## src/rtl/iterative_muldiv_if.sv

```systemverilog
// Register-file side bundle of the iterative multiply/divide unit.
// master drives the request and operands; slave returns the write-port signals.
interface iterative_muldiv_if #(
  parameter int WIDTH  = 16,
  parameter int ADDR_W = 4
);
  // Handshake: a request is taken only when start is high on an edge while busy is low;
  // start seen while busy is high is dropped, and load is a one-cycle write strobe with no back-pressure.
  logic              start;
  logic [1:0]        op;
  logic [WIDTH-1:0]  A;
  logic [WIDTH-1:0]  B;
  logic [ADDR_W-1:0] dest;
  logic              busy;
  logic [WIDTH-1:0]  C;
  logic [ADDR_W-1:0] Caddr;
  logic              load;
  logic              div_by_zero;

  modport master (
    output start, op, A, B, dest,
    input  busy, C, Caddr, load, div_by_zero
  );

  modport slave (
    input  start, op, A, B, dest,
    output busy, C, Caddr, load, div_by_zero
  );
endinterface

```

## src/rtl/iterative_muldiv.sv

```systemverilog
// One-bit-per-cycle unsigned multiply (and, with MULDIV_DIV_EN defined, restoring divide)
// that writes its result to the register file through C/Caddr/load.
module iterative_muldiv #(
  parameter int WIDTH  = 16,
  parameter int ADDR_W = 4
) (
  input  logic                 clk,
  input  logic                 clear,
  iterative_muldiv_if.slave    bus,
  output logic [1:0]           dbg_state
);
  localparam int CW = $clog2(WIDTH + 1);
  localparam logic [CW-1:0] CNT_INIT = CW'(WIDTH);

  typedef enum logic [1:0] {IDLE = 2'd0, RUN = 2'd1, DONE = 2'd2} state_t;

  state_t              state;
  logic [2*WIDTH-1:0]  acc;
  logic [2*WIDTH-1:0]  acc_next;
  logic [WIDTH-1:0]    opnd;
  logic [WIDTH:0]      mul_sum;
  logic [WIDTH-1:0]    result_next;
  logic [ADDR_W-1:0]   dest_q;
  logic [CW-1:0]       cnt;
  logic                hi_sel;
`ifdef MULDIV_DIV_EN
  logic                is_div;
  logic                dz_q;
  logic [WIDTH:0]      div_shift;
  logic [WIDTH:0]      div_diff;
`endif

  assign dbg_state = state;
  assign bus.busy  = (state != IDLE);

  // acc holds {high, low}: for MUL the low half starts as the multiplier and shifts out,
  // for DIV the high half is the partial remainder and the low half turns into the quotient.
  always_comb begin
    mul_sum  = {1'b0, acc[2*WIDTH-1:WIDTH]} + (acc[0] ? {1'b0, opnd} : '0);
    acc_next = {mul_sum, acc[WIDTH-1:1]};
`ifdef MULDIV_DIV_EN
    div_shift = {acc[2*WIDTH-1:WIDTH], acc[WIDTH-1]};
    div_diff  = div_shift - {1'b0, opnd};
    if (is_div) begin
      if (div_shift >= {1'b0, opnd})
        acc_next = {div_diff[WIDTH-1:0], acc[WIDTH-2:0], 1'b1};
      else
        acc_next = {div_shift[WIDTH-1:0], acc[WIDTH-2:0], 1'b0};
    end
`endif
    // High half is MULHI or REM, low half is MULLO or DIV.
    result_next = hi_sel ? acc_next[2*WIDTH-1:WIDTH] : acc_next[WIDTH-1:0];
  end

  always_ff @(posedge clk) begin
    if (clear) begin
      state           <= IDLE;
      acc             <= '0;
      opnd            <= '0;
      dest_q          <= '0;
      cnt             <= '0;
      hi_sel          <= 1'b0;
`ifdef MULDIV_DIV_EN
      is_div          <= 1'b0;
      dz_q            <= 1'b0;
`endif
      bus.C           <= '0;
      bus.Caddr       <= '0;
      bus.load        <= 1'b0;
      bus.div_by_zero <= 1'b0;
    end else begin
      bus.load        <= 1'b0;
      bus.div_by_zero <= 1'b0;
      case (state)
        IDLE: begin
          if (bus.start) begin
            dest_q <= bus.dest;
            hi_sel <= bus.op[0];
            cnt    <= CNT_INIT;
            acc    <= {{WIDTH{1'b0}}, bus.B};
            opnd   <= bus.A;
`ifdef MULDIV_DIV_EN
            is_div <= bus.op[1];
            dz_q   <= bus.op[1] && (bus.B == '0);
            if (bus.op[1]) begin
              acc  <= {{WIDTH{1'b0}}, bus.A};
              opnd <= bus.B;
            end
`endif
            state  <= RUN;
          end
        end
        RUN: begin
          acc <= acc_next;
          cnt <= cnt - CW'(1);
          if (cnt == CW'(1)) begin
            state     <= DONE;
            bus.C     <= result_next;
            bus.Caddr <= dest_q;
            bus.load  <= 1'b1;
`ifdef MULDIV_DIV_EN
            bus.div_by_zero <= dz_q;
`endif
          end
        end
        DONE:    state <= IDLE;
        default: state <= IDLE;
      endcase
    end
  end
endmodule

```

## src/flat_wrapper.sv

```systemverilog
// flat-port wrapper written by rule: the top's interface ports become plain ports
module iterative_muldiv_flat 
#(
  parameter int WIDTH  = 16,
  parameter int ADDR_W = 4
)
  (clk, clear, dbg_state, bus_start, bus_op, bus_A, bus_B, bus_dest, bus_busy, bus_C, bus_Caddr, bus_load, bus_div_by_zero);
  iterative_muldiv_if #(.WIDTH(WIDTH), .ADDR_W(ADDR_W)) bus_i ();
  input  logic clk;
  input  logic clear;
  output logic [1:0] dbg_state;
  input wire logic [$bits(bus_i.start)-1:0] bus_start;
  input wire logic [$bits(bus_i.op)-1:0] bus_op;
  input wire logic [$bits(bus_i.A)-1:0] bus_A;
  input wire logic [$bits(bus_i.B)-1:0] bus_B;
  input wire logic [$bits(bus_i.dest)-1:0] bus_dest;
  output wire logic [$bits(bus_i.busy)-1:0] bus_busy;
  output wire logic [$bits(bus_i.C)-1:0] bus_C;
  output wire logic [$bits(bus_i.Caddr)-1:0] bus_Caddr;
  output wire logic [$bits(bus_i.load)-1:0] bus_load;
  output wire logic [$bits(bus_i.div_by_zero)-1:0] bus_div_by_zero;
  assign bus_i.start = bus_start;
  assign bus_i.op = bus_op;
  assign bus_i.A = bus_A;
  assign bus_i.B = bus_B;
  assign bus_i.dest = bus_dest;
  assign bus_busy = bus_i.busy;
  assign bus_C = bus_i.C;
  assign bus_Caddr = bus_i.Caddr;
  assign bus_load = bus_i.load;
  assign bus_div_by_zero = bus_i.div_by_zero;
  iterative_muldiv #(.WIDTH(WIDTH), .ADDR_W(ADDR_W)) u_core (.clk(clk), .clear(clear), .bus(bus_i), .dbg_state(dbg_state));
endmodule
```

## config.mk

```make
export PLATFORM = sky130hd
export DESIGN_NAME = iterative_muldiv_flat
export DESIGN_NICKNAME = d
export VERILOG_FILES = /design/src/rtl/iterative_muldiv_if.sv /design/src/rtl/iterative_muldiv.sv /design/src/flat_wrapper.sv
export SDC_FILE = /design/constraint.sdc
export NUM_CORES = 1
export LEC_CHECK = 0
export CORE_UTILIZATION = 58
export DETAILED_ROUTE_END_ITERATION = 12
export GPL_TIMING_DRIVEN = 1
export HOLD_SLACK_MARGIN = 0.15
export PLACE_DENSITY = 0.85
export SYNTH_ARGS = -nofsm -noshare
export SYNTH_HDL_FRONTEND = slang
export SYNTH_SLANG_ARGS = --single-unit
```

## constraint.sdc

```tcl
create_clock -name clk -period 6.4 [get_ports clk]
set_input_delay 1.28 -clock clk [delete_from_list [all_inputs] [get_ports clk]]
set_output_delay 1.28 -clock clk [all_outputs]
set_load 0.05 [all_outputs]
```

**Yosys cells after proc, flatten, opt, wreduce, memory -nomap -nowiden**

Cells that the tools add are included.

- $add $sub $neg: 2
- Equality and inequality tests: 4
- Bitwise gates (word level): 1
- Multiplexer cells: 10
- Reductions and logical operators: 8

Operators with widths:

| operator | number |
|---|---|
| 32-bit one-hot mux with 2 select lines | 1 |
| 16-bit two-way mux | 2 |
| 32-bit two-way mux | 1 |
| 16-bit by 17-bit adder with 17-bit output | 1 |
| 5-bit one-hot mux with 2 select lines | 1 |
| 2-bit AND reduction | 4 |
| 5-bit by 1-bit equality test with 1-bit output (second input constant) | 1 |
| 5-bit two-way mux | 1 |
| 5-bit by 1-bit subtractor with 5-bit output (second input constant) | 1 |
| 2-bit two-way mux | 2 |
| 2-bit one-hot mux with 2 select lines | 1 |
| 2-bit nonzero test | 2 |
| 2-bit by 1-bit equality test with 1-bit output (second input constant) | 1 |
| 2-bit zero test | 1 |
| 2-bit by 1-bit != test with 1-bit output (second input constant) | 1 |
| 2-bit != test (second input constant) | 1 |
| 2-bit OR reduction | 1 |
| 1-bit two-way mux | 1 |
| 1-bit inverter | 1 |

- Input bits: 41
- Flip-flop bits (word level): 81
- Word-level logic and storage cells: 34
- Output and inout port bits: 25

**Longest topological paths before layout**

Gate-level depths: netlist of run 1.

- Depth after elaboration: 3
- Mapped depth: 10
- Depth with buffers taken out: 9

**Worst setup path after synthesis of run 1**

No wires, ideal clock.

- Path type: flip-flop to output port
- Start: register u_core.state[1] (netlist: u_core.dbg_state[1])
- End: output port bus_busy
- Slack: 3756 ps
- Path buffers: 1
- Data required time: 5120 ps
- Arrival time: 1364 ps
- Cell stages (with the launch flop): 4
- Cells stage by stage: dfxtp_1 > clkbuf_1 > nor2_1 > inv_1

- Cells in the longest elaborated chain, start to end: 1

RTL lines:

| item | RTL line | text |
|---|---|---|
| from (decl) | iterative_muldiv.sv:17 | `state_t state;` |
| from (signal assigned) | iterative_muldiv.sv:57 | `state <= IDLE;` |
| from (signal assigned) | iterative_muldiv.sv:90 | `state <= RUN;` |
| from (signal assigned) | iterative_muldiv.sv:97 | `state <= DONE;` |
| 2-bit nonzero test | iterative_muldiv.sv:34 | `assign bus.busy = (state != IDLE);` |
| to (decl) | flat_wrapper.sv:17 | `output wire logic [$bits(bus_i.busy)-1:0] bus_busy;` |

No other way between the ends.

**Worst setup path after layout of run 1**

- Start: register u_core.state[0] (netlist: u_core.dbg_state[0])
- End: output port bus_busy

The elaborated chain is that of the path after synthesis.

==> impl_metrics.xml, run 1 <==
<?xml version="1.0" encoding="UTF-8"?>
<metrics>
  <group name="placed_design">
    <metric name="dp.final_hpwl" unit="µm">7300</metric>
    <metric name="count_of_buffers_from_port_buffering" unit="">63</metric>
    <metric name="detailed_place.area" unit="µm²">4920</metric>
    <metric name="place_inst" unit="">655</metric>
    <metric name="dp_worst_setup_slack" unit="ns">2.83</metric>
    <metric name="gpl_congestion" unit="">0.896</metric>
  </group>
  <group name="sta">
    <metric name="worstMarginPinSlew" unit="ns">1.11</metric>
    <metric name="endpoints_failing_hold" unit="">0</metric>
    <metric name="finalSetupTns" unit="ns">0</metric>
    <metric name="setup_repair_after_global_routing_missed_its_margin" unit="">false</metric>
    <metric name="achievable-frequency" unit="MHz">265</metric>
    <metric name="finalHoldWorstSlack" unit="ns">0.452</metric>
    <metric name="period_minus_slack" unit="ns">3.78</metric>
    <metric name="setup_violations" unit="">0</metric>
    <metric name="period_share" unit="%">59.1</metric>
    <metric name="maxSlewViolCount" unit="">0</metric>
    <metric name="headroom_to_the_max_slew_limit" unit="%">25.7</metric>
    <metric name="finalWorstSetupSlack" unit="ns">2.62</metric>
    <metric name="clock-skew-final" unit="ns">0.0111</metric>
  </group>
  <group name="grt">
    <metric name="grt_antenna_before_repair" unit="">0</metric>
    <metric name="grt_use_met2" unit="%">49.4</metric>
    <metric name="global_route.overflow_total" unit="">0</metric>
    <metric name="groute.layer.met3.usage" unit="%">6.16</metric>
    <metric name="grt_first_pass_wirelength" unit="µm">17000</metric>
    <metric name="grtUsageTotal" unit="%">28.4</metric>
    <metric name="met1_global_route_usage" unit="%">33.9</metric>
    <metric name="grt_max_degree" unit="">52</metric>
    <metric name="grt-busiest-layer" unit="">met2</metric>
    <metric name="via_count_of_the_first_global_routing_pass" unit="">3741</metric>
  </group>
  <group name="drt">
    <metric name="detailedRoute.firstPassIterationCount" unit="">4</metric>
    <metric name="finalWirelength" unit="µm">10500</metric>
    <metric name="final_ant_viol_nets" unit="">0</metric>
    <metric name="drt_iter0_drc" unit="">241</metric>
    <metric name="post_drt_via_cell_ratio" unit="">5.90</metric>
    <metric name="wire_per_inst" unit="µm">15.7</metric>
    <metric name="via_count" unit="">3958</metric>
    <metric name="remaining_drc_errors" unit="">0</metric>
  </group>
  <group name="cells_and_area">
    <metric name="multi_input_area" unit="µm²">2490</metric>
    <metric name="n_antenna_cell" unit="">0</metric>
    <metric name="most-common-layout-cells" unit="">sky130_fd_sc_hd__dfxtp_1 (81), sky130_fd_sc_hd__nand2_1 (71), sky130_fd_sc_hd__a21oi_1 (65)</metric>
    <metric name="finish.instance_area" unit="µm²">5100</metric>
    <metric name="nets" unit="">627</metric>
    <metric name="sequential_cell_area" unit="µm²">1620</metric>
    <metric name="fillers" unit="">597</metric>
    <metric name="commonest_non_fill_non_tap_cell_in_the_layout" unit="">sky130_fd_sc_hd__dfxtp_1</metric>
    <metric name="post_route_cells_drive_above_1_share" unit="%">7.87</metric>
    <metric name="synthToLayoutAreaGrowth" unit="%">17.9</metric>
    <metric name="stdcell_count" unit="">671</metric>
    <metric name="final_core_util" unit="%">70.7</metric>
  </group>
  <group name="clocking">
    <metric name="clock_insertion_delay_worst_skew" unit="ns">0.36</metric>
    <metric name="max-clock-path-buffers" unit="">2</metric>
    <metric name="cts_tree" unit="">done</metric>
    <metric name="ctsResizeCount" unit="">0</metric>
    <metric name="cts_hold_repair.buffers" unit="">0</metric>
    <metric name="cts.repair_timing.setup_buffer_count" unit="">0</metric>
    <metric name="htree_levels" unit="">3</metric>
    <metric name="numCtsBuffers" unit="">9</metric>
    <metric name="clock_sinks" unit="">81</metric>
    <metric name="cts_root_buf" unit="">sky130_fd_sc_hd__clkbuf_8</metric>
    <metric name="cts.reportedPaths.clkPinSlew" unit="ns">0.08</metric>
  </group>
  <group name="run_status">
    <metric name="status" unit="">complete, no violations</metric>
  </group>
  <group name="worst_setup_path">
    <metric name="startpoint" unit="">u_core.dbg_state[0]$_SDFFE_PP0P_</metric>
    <metric name="end_kind" unit="">output port</metric>
    <metric name="worstReg2RegStart" unit="">u_core.acc[0]$_SDFFE_PP0P_</metric>
    <metric name="critical_path.slowest_cell" unit="">sky130_fd_sc_hd__dfxtp_1</metric>
    <metric name="worst_ep_required_time" unit="ns">5.12</metric>
    <metric name="max_fo_critical_path" unit="">37</metric>
    <metric name="r2r.worst_path.cells" unit="">9</metric>
    <metric name="cp_slowest_stage_delay" unit="ns">1.06</metric>
    <metric name="worstPathArrival" unit="ns">2.50</metric>
    <metric name="ff2ff_setup_slack" unit="ns">3.53</metric>
    <metric name="worstSetupPathType" unit="">reg2out</metric>
    <metric name="worstPathCellList" unit="">nor2_1 -&gt; inv_1 -&gt; clkdlybuf4s50_1</metric>
    <metric name="worstSetupEndpoint" unit="">bus_busy</metric>
    <metric name="startpoint_type" unit="">register</metric>
    <metric name="reg2reg_to" unit="">u_core.acc[29]$_SDFFE_PP0P_</metric>
  </group>
  <group name="hold_path">
    <metric name="path_type_of_the_worst_min_delay_path" unit="">reg2reg</metric>
    <metric name="holdCritStartpoint" unit="">u_core.opnd[5]$_SDFFE_PP0P_</metric>
  </group>
  <group name="flow_run">
    <metric name="max_capacitance_violation_count" unit="">0</metric>
  </group>
  <group name="power">
    <metric name="power-per-cell-area" unit="nW/µm²">215</metric>
    <metric name="irDropWorstVdd" unit="µV">175</metric>
    <metric name="overall_power" unit="mW">1.09</metric>
    <metric name="power.leakage" unit="nW">1.99</metric>
  </group>
  <group name="synth">
    <metric name="synth.largest_area_cell" unit="">sky130_fd_sc_hd__dfxtp_1</metric>
    <metric name="yosysSeqAreaShare" unit="%">37.5</metric>
    <metric name="synth-async-reset-ratio" unit="%">0</metric>
    <metric name="ys_seq_elements" unit="">81</metric>
    <metric name="netlist.area_leader.share" unit="%">37.5</metric>
    <metric name="synth-edff-count" unit="">0</metric>
    <metric name="postSynthNetCount" unit="">594</metric>
    <metric name="synth.cell_area" unit="µm²">4320</metric>
    <metric name="ys_top_cells_by_area" unit="">sky130_fd_sc_hd__dfxtp_1 (38%), sky130_fd_sc_hd__a21oi_1 (7.5%), sky130_fd_sc_hd__nand2_1 (6.2%)</metric>
    <metric name="postSynth.topFlopCell" unit="">sky130_fd_sc_hd__dfxtp_1</metric>
    <metric name="synth.lib_cells_used.distinct" unit="">59</metric>
    <metric name="syn-mean-instance-area" unit="µm²">8.10</metric>
    <metric name="netlist_instances" unit="">534</metric>
    <metric name="ys_warn_count" unit="">0</metric>
  </group>
  <group name="floorplanning">
    <metric name="initial_core_util" unit="%">59.9</metric>
    <metric name="design.portCount" unit="">66</metric>
    <metric name="die_h" unit="µm">88.3</metric>
    <metric name="core-area" unit="µm²">7210</metric>
    <metric name="fp.dieArea" unit="µm²">7800</metric>
    <metric name="row_count" unit="">31</metric>
    <metric name="die_x" unit="µm">88.3</metric>
  </group>
</metrics>
Yosys cell counts (2+ instances only):
cell type                  count
sky130_fd_sc_hd__o211ai_1      9
sky130_fd_sc_hd__buf_4         4
sky130_fd_sc_hd__o21ai_0      22
sky130_fd_sc_hd__nand2b_1      3
sky130_fd_sc_hd__nand4_1       2
sky130_fd_sc_hd__a31oi_1       6
sky130_fd_sc_hd__a211oi_1      7
sky130_fd_sc_hd__nor3_1       13
sky130_fd_sc_hd__a221oi_1      2
sky130_fd_sc_hd__a22o_1        4
sky130_fd_sc_hd__nor2_1       41
sky130_fd_sc_hd__nand3b_1      3
sky130_fd_sc_hd__a32o_1        2
sky130_fd_sc_hd__clkbuf_1     35
sky130_fd_sc_hd__ha_1         18
sky130_fd_sc_hd__buf_2         6
sky130_fd_sc_hd__nand2_1      71
sky130_fd_sc_hd__or3_1         2
sky130_fd_sc_hd__mux2i_1      11
sky130_fd_sc_hd__a21oi_1      65
sky130_fd_sc_hd__xnor2_1       6
sky130_fd_sc_hd__o221a_2      16
sky130_fd_sc_hd__or2_2         2
sky130_fd_sc_hd__nor2b_1      19
sky130_fd_sc_hd__inv_1         5
sky130_fd_sc_hd__and2_1       19
sky130_fd_sc_hd__dfxtp_1      81
sky130_fd_sc_hd__nor4_1        2
sky130_fd_sc_hd__nand3_1      17
sky130_fd_sc_hd__xor2_1        4
sky130_fd_sc_hd__nor3b_1       2
sky130_fd_sc_hd__and3_1        3
sky130_fd_sc_hd__a21o_1        5
sky130_fd_sc_hd__a41oi_1       2
where the power goes:
| group | total, mW | switching [mW] | internal (mW) |
|---|---|---|---|
| logic | 0.184 | 0.103 | 0.0805 |
| registers | 0.561 | 0.0287 | 0.533 |
| clock network | 0.349 | 0.197 | 0.153 |
| total | 1.09 | 0.328 | 0.766 |
critical path: cells and delay by family, from the launching register on:
kind | cells | cell delay [ns]
and+or+nand+nor | 1 | 0.18
buffers and inverters | 2 | 0.90
DFF | 1 | 1.06
area by class of cell:
type / count / share of cell area, %
tap: 99 / 2.43
timing repair buffer: 67 / 13.0
clock buffer: 11 / 2.77
clock inverter: 5 / 0.761
sequential: 81 / 31.8
inverter: 6 / 0.442
multi-input combinational: 402 / 48.8
flip-flops by register name, indices dropped and copies added (netlist names):
name / cells
u_core.acc: 32
u_core.bus.C: 16
u_core.bus.Caddr: 4
u_core.bus.load: 1
u_core.cnt: 5
u_core.dbg_state: 2
u_core.dest_q: 4
u_core.hi_sel: 1
u_core.opnd: 16
worst min-delay path by stage:
stage | to | slack, ns | cells past startpoint
6_report | u_core.opnd[5]$_SDFFE_PP0P_ | 0.45 | 2
5_1_grt | u_core.bus.Caddr[1]$_SDFFE_PP0P_ | 0.47 | 2
4_1_cts | u_core.opnd[5]$_SDFFE_PP0P_ | 0.45 | 2
3_5_place_dp | u_core.bus.Caddr[1]$_SDFFE_PP0P_ | 0.44 | 2
3_3_place_gp | u_core.acc[26]$_SDFFE_PP0P_ | 0.44 | 2
2_1_floorplan | u_core.acc[26]$_SDFFE_PP0P_ | 0.43 | 2
cells by family (layout without fill, tap and decap cells):
| group | Yosys count | in the layout | share of synthesized area [%] |
|---|---|---|---|
| other | 1 | 1 | 0.0867 |
| AND/OR/NAND/NOR | 207 | 207 | 23.4 |
| AO/OA/AOI/OAI | 154 | 154 | 23.8 |
| flip-flops | 81 | 81 | 37.5 |
| buffers and inverters | 51 | 89 | 4.95 |
| multiplexers | 11 | 11 | 2.55 |
| adder cells (fa/ha/maj) | 19 | 19 | 5.67 |
| XOR/XNOR | 10 | 10 | 2.03 |
per-layer routing:
layer  vias to the layer above  routed length (µm)
li1                       1965                   -
met2                       103                5260
met4                         0                 239
met1                      1867                4530
met5                         -                   0
met3                        23                 519
(Power assumes the default switching activity.)
==> run 2: changes to the inputs <==
--- a/config.mk
+++ b/config.mk
@@ -5,11 +5,11 @@
 export SDC_FILE = /design/constraint.sdc
 export NUM_CORES = 1
 export LEC_CHECK = 0
-export CORE_UTILIZATION = 58
+export CORE_UTILIZATION = 49
 export DETAILED_ROUTE_END_ITERATION = 12
 export GPL_TIMING_DRIVEN = 1
 export HOLD_SLACK_MARGIN = 0.15
-export PLACE_DENSITY = 0.85
+export PLACE_DENSITY = 0.76
 export SYNTH_ARGS = -nofsm -noshare
 export SYNTH_HDL_FRONTEND = slang
 export SYNTH_SLANG_ARGS = --single-unit
==> constraint.sdc (replaced) <==
create_clock -name clk -period 3.2 [get_ports clk]
set_input_delay 0.64 -clock clk [delete_from_list [all_inputs] [get_ports clk]]
set_output_delay 0.64 -clock clk [all_outputs]
set_load 0.05 [all_outputs]
==> impl_metrics.xml, run 2 (synthesis results as in run 1) <==
<?xml version="1.0" encoding="UTF-8"?>
<metrics>
  <group name="run_status">
    <metric name="status" unit="">complete, no violations</metric>
  </group>
  <group name="floorplanning">
    <metric name="die_h" unit="µm">95.9</metric>
    <metric name="core-area" unit="µm²">8380</metric>
    <metric name="die_x" unit="µm">95.9</metric>
    <metric name="fp.dieArea" unit="µm²">9200</metric>
    <metric name="initial_core_util" unit="%">51.6</metric>
    <metric name="design.portCount" unit="">66</metric>
    <metric name="row_count" unit="">33</metric>
  </group>
  <group name="grt">
    <metric name="grtUsageTotal" unit="%">23.9</metric>
    <metric name="via_count_of_the_first_global_routing_pass" unit="">3729</metric>
    <metric name="grt_first_pass_wirelength" unit="µm">16900</metric>
    <metric name="global_route.overflow_total" unit="">0</metric>
    <metric name="grt_antenna_before_repair" unit="">0</metric>
    <metric name="grt_max_degree" unit="">51</metric>
  </group>
  <group name="worst_setup_path">
    <metric name="startpoint" unit="">u_core.acc[0]$_SDFFE_PP0P_</metric>
    <metric name="worstPathArrival" unit="ns">3.14</metric>
    <metric name="r2r.worst_path.cells" unit="">9</metric>
    <metric name="worstReg2RegStart" unit="">u_core.acc[0]$_SDFFE_PP0P_</metric>
    <metric name="ff2ff_setup_slack" unit="ns">0.31</metric>
    <metric name="startpoint_type" unit="">register</metric>
    <metric name="worst_ep_required_time" unit="ns">3.45</metric>
    <metric name="end_kind" unit="">register</metric>
    <metric name="max_fo_critical_path" unit="">17</metric>
    <metric name="worstSetupPathType" unit="">reg2reg</metric>
    <metric name="critical_path.slowest_cell" unit="">sky130_fd_sc_hd__dfxtp_1</metric>
    <metric name="cp_slowest_stage_delay" unit="ns">0.46</metric>
    <metric name="reg2reg_to" unit="">u_core.acc[29]$_SDFFE_PP0P_</metric>
    <metric name="worstPathCellList" unit="">and2_1 -&gt; ha_1 -&gt; fa_1 -&gt; a21o_1 -&gt; a221o_1 -&gt; a21oi_2 -&gt; a21oi_1 -&gt; or3_1 -&gt; a32o_1</metric>
  </group>
  <group name="sta">
    <metric name="setup_violations" unit="">0</metric>
    <metric name="period_share" unit="%">90.3</metric>
    <metric name="finalWorstSetupSlack" unit="ns">0.309</metric>
    <metric name="achievable-frequency" unit="MHz">346</metric>
    <metric name="maxSlewViolCount" unit="">0</metric>
    <metric name="finalHoldWorstSlack" unit="ns">0.453</metric>
    <metric name="period_minus_slack" unit="ns">2.89</metric>
    <metric name="clock-skew-final" unit="ns">0.0130</metric>
    <metric name="finalSetupTns" unit="ns">0</metric>
    <metric name="worstMarginPinSlew" unit="ns">0.982</metric>
    <metric name="headroom_to_the_max_slew_limit" unit="%">34.4</metric>
    <metric name="setup_repair_after_global_routing_missed_its_margin" unit="">false</metric>
    <metric name="endpoints_failing_hold" unit="">0</metric>
  </group>
  <group name="cells_and_area">
    <metric name="stdcell_count" unit="">681</metric>
    <metric name="synthToLayoutAreaGrowth" unit="%">18.7</metric>
    <metric name="n_antenna_cell" unit="">0</metric>
    <metric name="fillers" unit="">760</metric>
    <metric name="post_route_cells_drive_above_1_share" unit="%">8.85</metric>
    <metric name="most-common-layout-cells" unit="">sky130_fd_sc_hd__dfxtp_1 (81), sky130_fd_sc_hd__nand2_1 (71), sky130_fd_sc_hd__a21oi_1 (65)</metric>
    <metric name="nets" unit="">632</metric>
    <metric name="biggestRegsByFlops" unit="">u_core.acc (32), u_core.bus.C (16), u_core.opnd (16)</metric>
    <metric name="largest_register_ffs" unit="">32</metric>
    <metric name="finish.instance_area" unit="µm²">5130</metric>
    <metric name="commonest_non_fill_non_tap_cell_in_the_layout" unit="">sky130_fd_sc_hd__dfxtp_1</metric>
    <metric name="largest-register" unit="">u_core.acc</metric>
  </group>
  <group name="power">
    <metric name="power.leakage" unit="nW">2.02</metric>
    <metric name="power-per-cell-area" unit="nW/µm²">425</metric>
    <metric name="irDropWorstVdd" unit="µV">248</metric>
  </group>
  <group name="drt">
    <metric name="drt_iter0_drc" unit="">183</metric>
    <metric name="final_ant_viol_nets" unit="">0</metric>
    <metric name="wire_per_inst" unit="µm">15.6</metric>
    <metric name="remaining_drc_errors" unit="">0</metric>
    <metric name="post_drt_via_cell_ratio" unit="">5.81</metric>
    <metric name="detailedRoute.firstPassIterationCount" unit="">4</metric>
    <metric name="via_count" unit="">3956</metric>
    <metric name="finalWirelength" unit="µm">10600</metric>
  </group>
  <group name="clocking">
    <metric name="cts_hold_repair.buffers" unit="">0</metric>
    <metric name="cts_root_buf" unit="">sky130_fd_sc_hd__clkbuf_8</metric>
    <metric name="cts.repair_timing.setup_buffer_count" unit="">0</metric>
    <metric name="clock_sinks" unit="">81</metric>
    <metric name="clock_insertion_delay_worst_skew" unit="ns">0.36</metric>
    <metric name="htree_levels" unit="">3</metric>
    <metric name="ctsResizeCount" unit="">0</metric>
    <metric name="max-clock-path-buffers" unit="">2</metric>
    <metric name="numCtsBuffers" unit="">9</metric>
    <metric name="cts.reportedPaths.clkPinSlew" unit="ns">0.08</metric>
    <metric name="cts_tree" unit="">done</metric>
  </group>
  <group name="placed_design">
    <metric name="place_inst" unit="">666</metric>
    <metric name="count_of_buffers_from_port_buffering" unit="">63</metric>
    <metric name="detailed_place.area" unit="µm²">4960</metric>
    <metric name="gpl_congestion" unit="">0.874</metric>
    <metric name="dp.final_hpwl" unit="µm">7440</metric>
    <metric name="dp_worst_setup_slack" unit="ns">0.355</metric>
  </group>
  <group name="hold_path">
    <metric name="timing.hold.worst_endpoint" unit="">u_core.opnd[10]$_SDFFE_PP0P_</metric>
    <metric name="timing.hold.worst_path_depth" unit="">2</metric>
    <metric name="holdCritStartpoint" unit="">u_core.opnd[10]$_SDFFE_PP0P_</metric>
    <metric name="path_type_of_the_worst_min_delay_path" unit="">reg2reg</metric>
  </group>
  <group name="flow_run">
    <metric name="max_capacitance_violation_count" unit="">0</metric>
  </group>
</metrics>
run 2: cell types whose count changed in the layout (fill, tap and decap cells not counted), sizes merged:
cell and delta:
buf +6, clkbuf -1, clkdlybuf4s50 -1, clkinv +1, clkinvlp -1
run 2: where the power goes:
group	internal [mW]	switching (mW)	total (mW)
logic	0.166	0.213	0.379
registers	1.07	0.0504	1.12
clock network	0.302	0.386	0.688
run 2: critical path, delay by kind of cell, from the launching register on:
kind	cells	cell delay, ns
AOI/OAI and AO/OA	5	1.07
DFF	1	0.46
adders and majority gates	2	0.62
and+or+nand+nor	2	0.62
run 2: final cells by class:
class,count,area [µm²],area share (%)
Clock buffer,10,138,2.68
Sequential cell,81,1620,31.6
Multi-Input combinational cell,402,2490,48.5
Timing Repair Buffer,72,693,13.5
Clock inverter,5,40.0,0.780
Tap cell,105,131,2.56
Inverter,6,22.5,0.439
run 2: stage by stage:
stage | utilization, % | power [mW]
5_1_grt | 61.3 | 2.28
3_3_place_gp | 59.1 | 1.51
6_report | 61.3 | 2.18
3_5_place_dp | 59.1 | 1.52
4_1_cts | 61.3 | 2.20
2_1_floorplan | - | 1.38
run 2: routing by layer:
| metal | GRT usage [%] | vias up | wire (µm) |
|---|---|---|---|
| met2 | 42.7 | 105 | 5210 |
| met5 | 0 | - | 0 |
| met3 | 3.95 | 17 | 421 |
| li1 | - | 1976 | - |
| met1 | 28.4 | 1858 | 4780 |
| met4 | 9.58 | 0 | 221 |
run 2: how the worst max path moves through the flow:
stage / endpoint / slack (ns) / cells after the start
6_report: u_core.acc[29]$_SDFFE_PP0P_ / 0.31 / 9
2_1_floorplan: u_core.acc[29]$_SDFFE_PP0P_ / 0.72 / 9
3_5_place_dp: u_core.acc[29]$_SDFFE_PP0P_ / 0.35 / 9
4_1_cts: u_core.acc[29]$_SDFFE_PP0P_ / 0.34 / 9
3_3_place_gp: u_core.acc[29]$_SDFFE_PP0P_ / 0.43 / 9
5_1_grt: u_core.acc[29]$_SDFFE_PP0P_ / 0.25 / 9
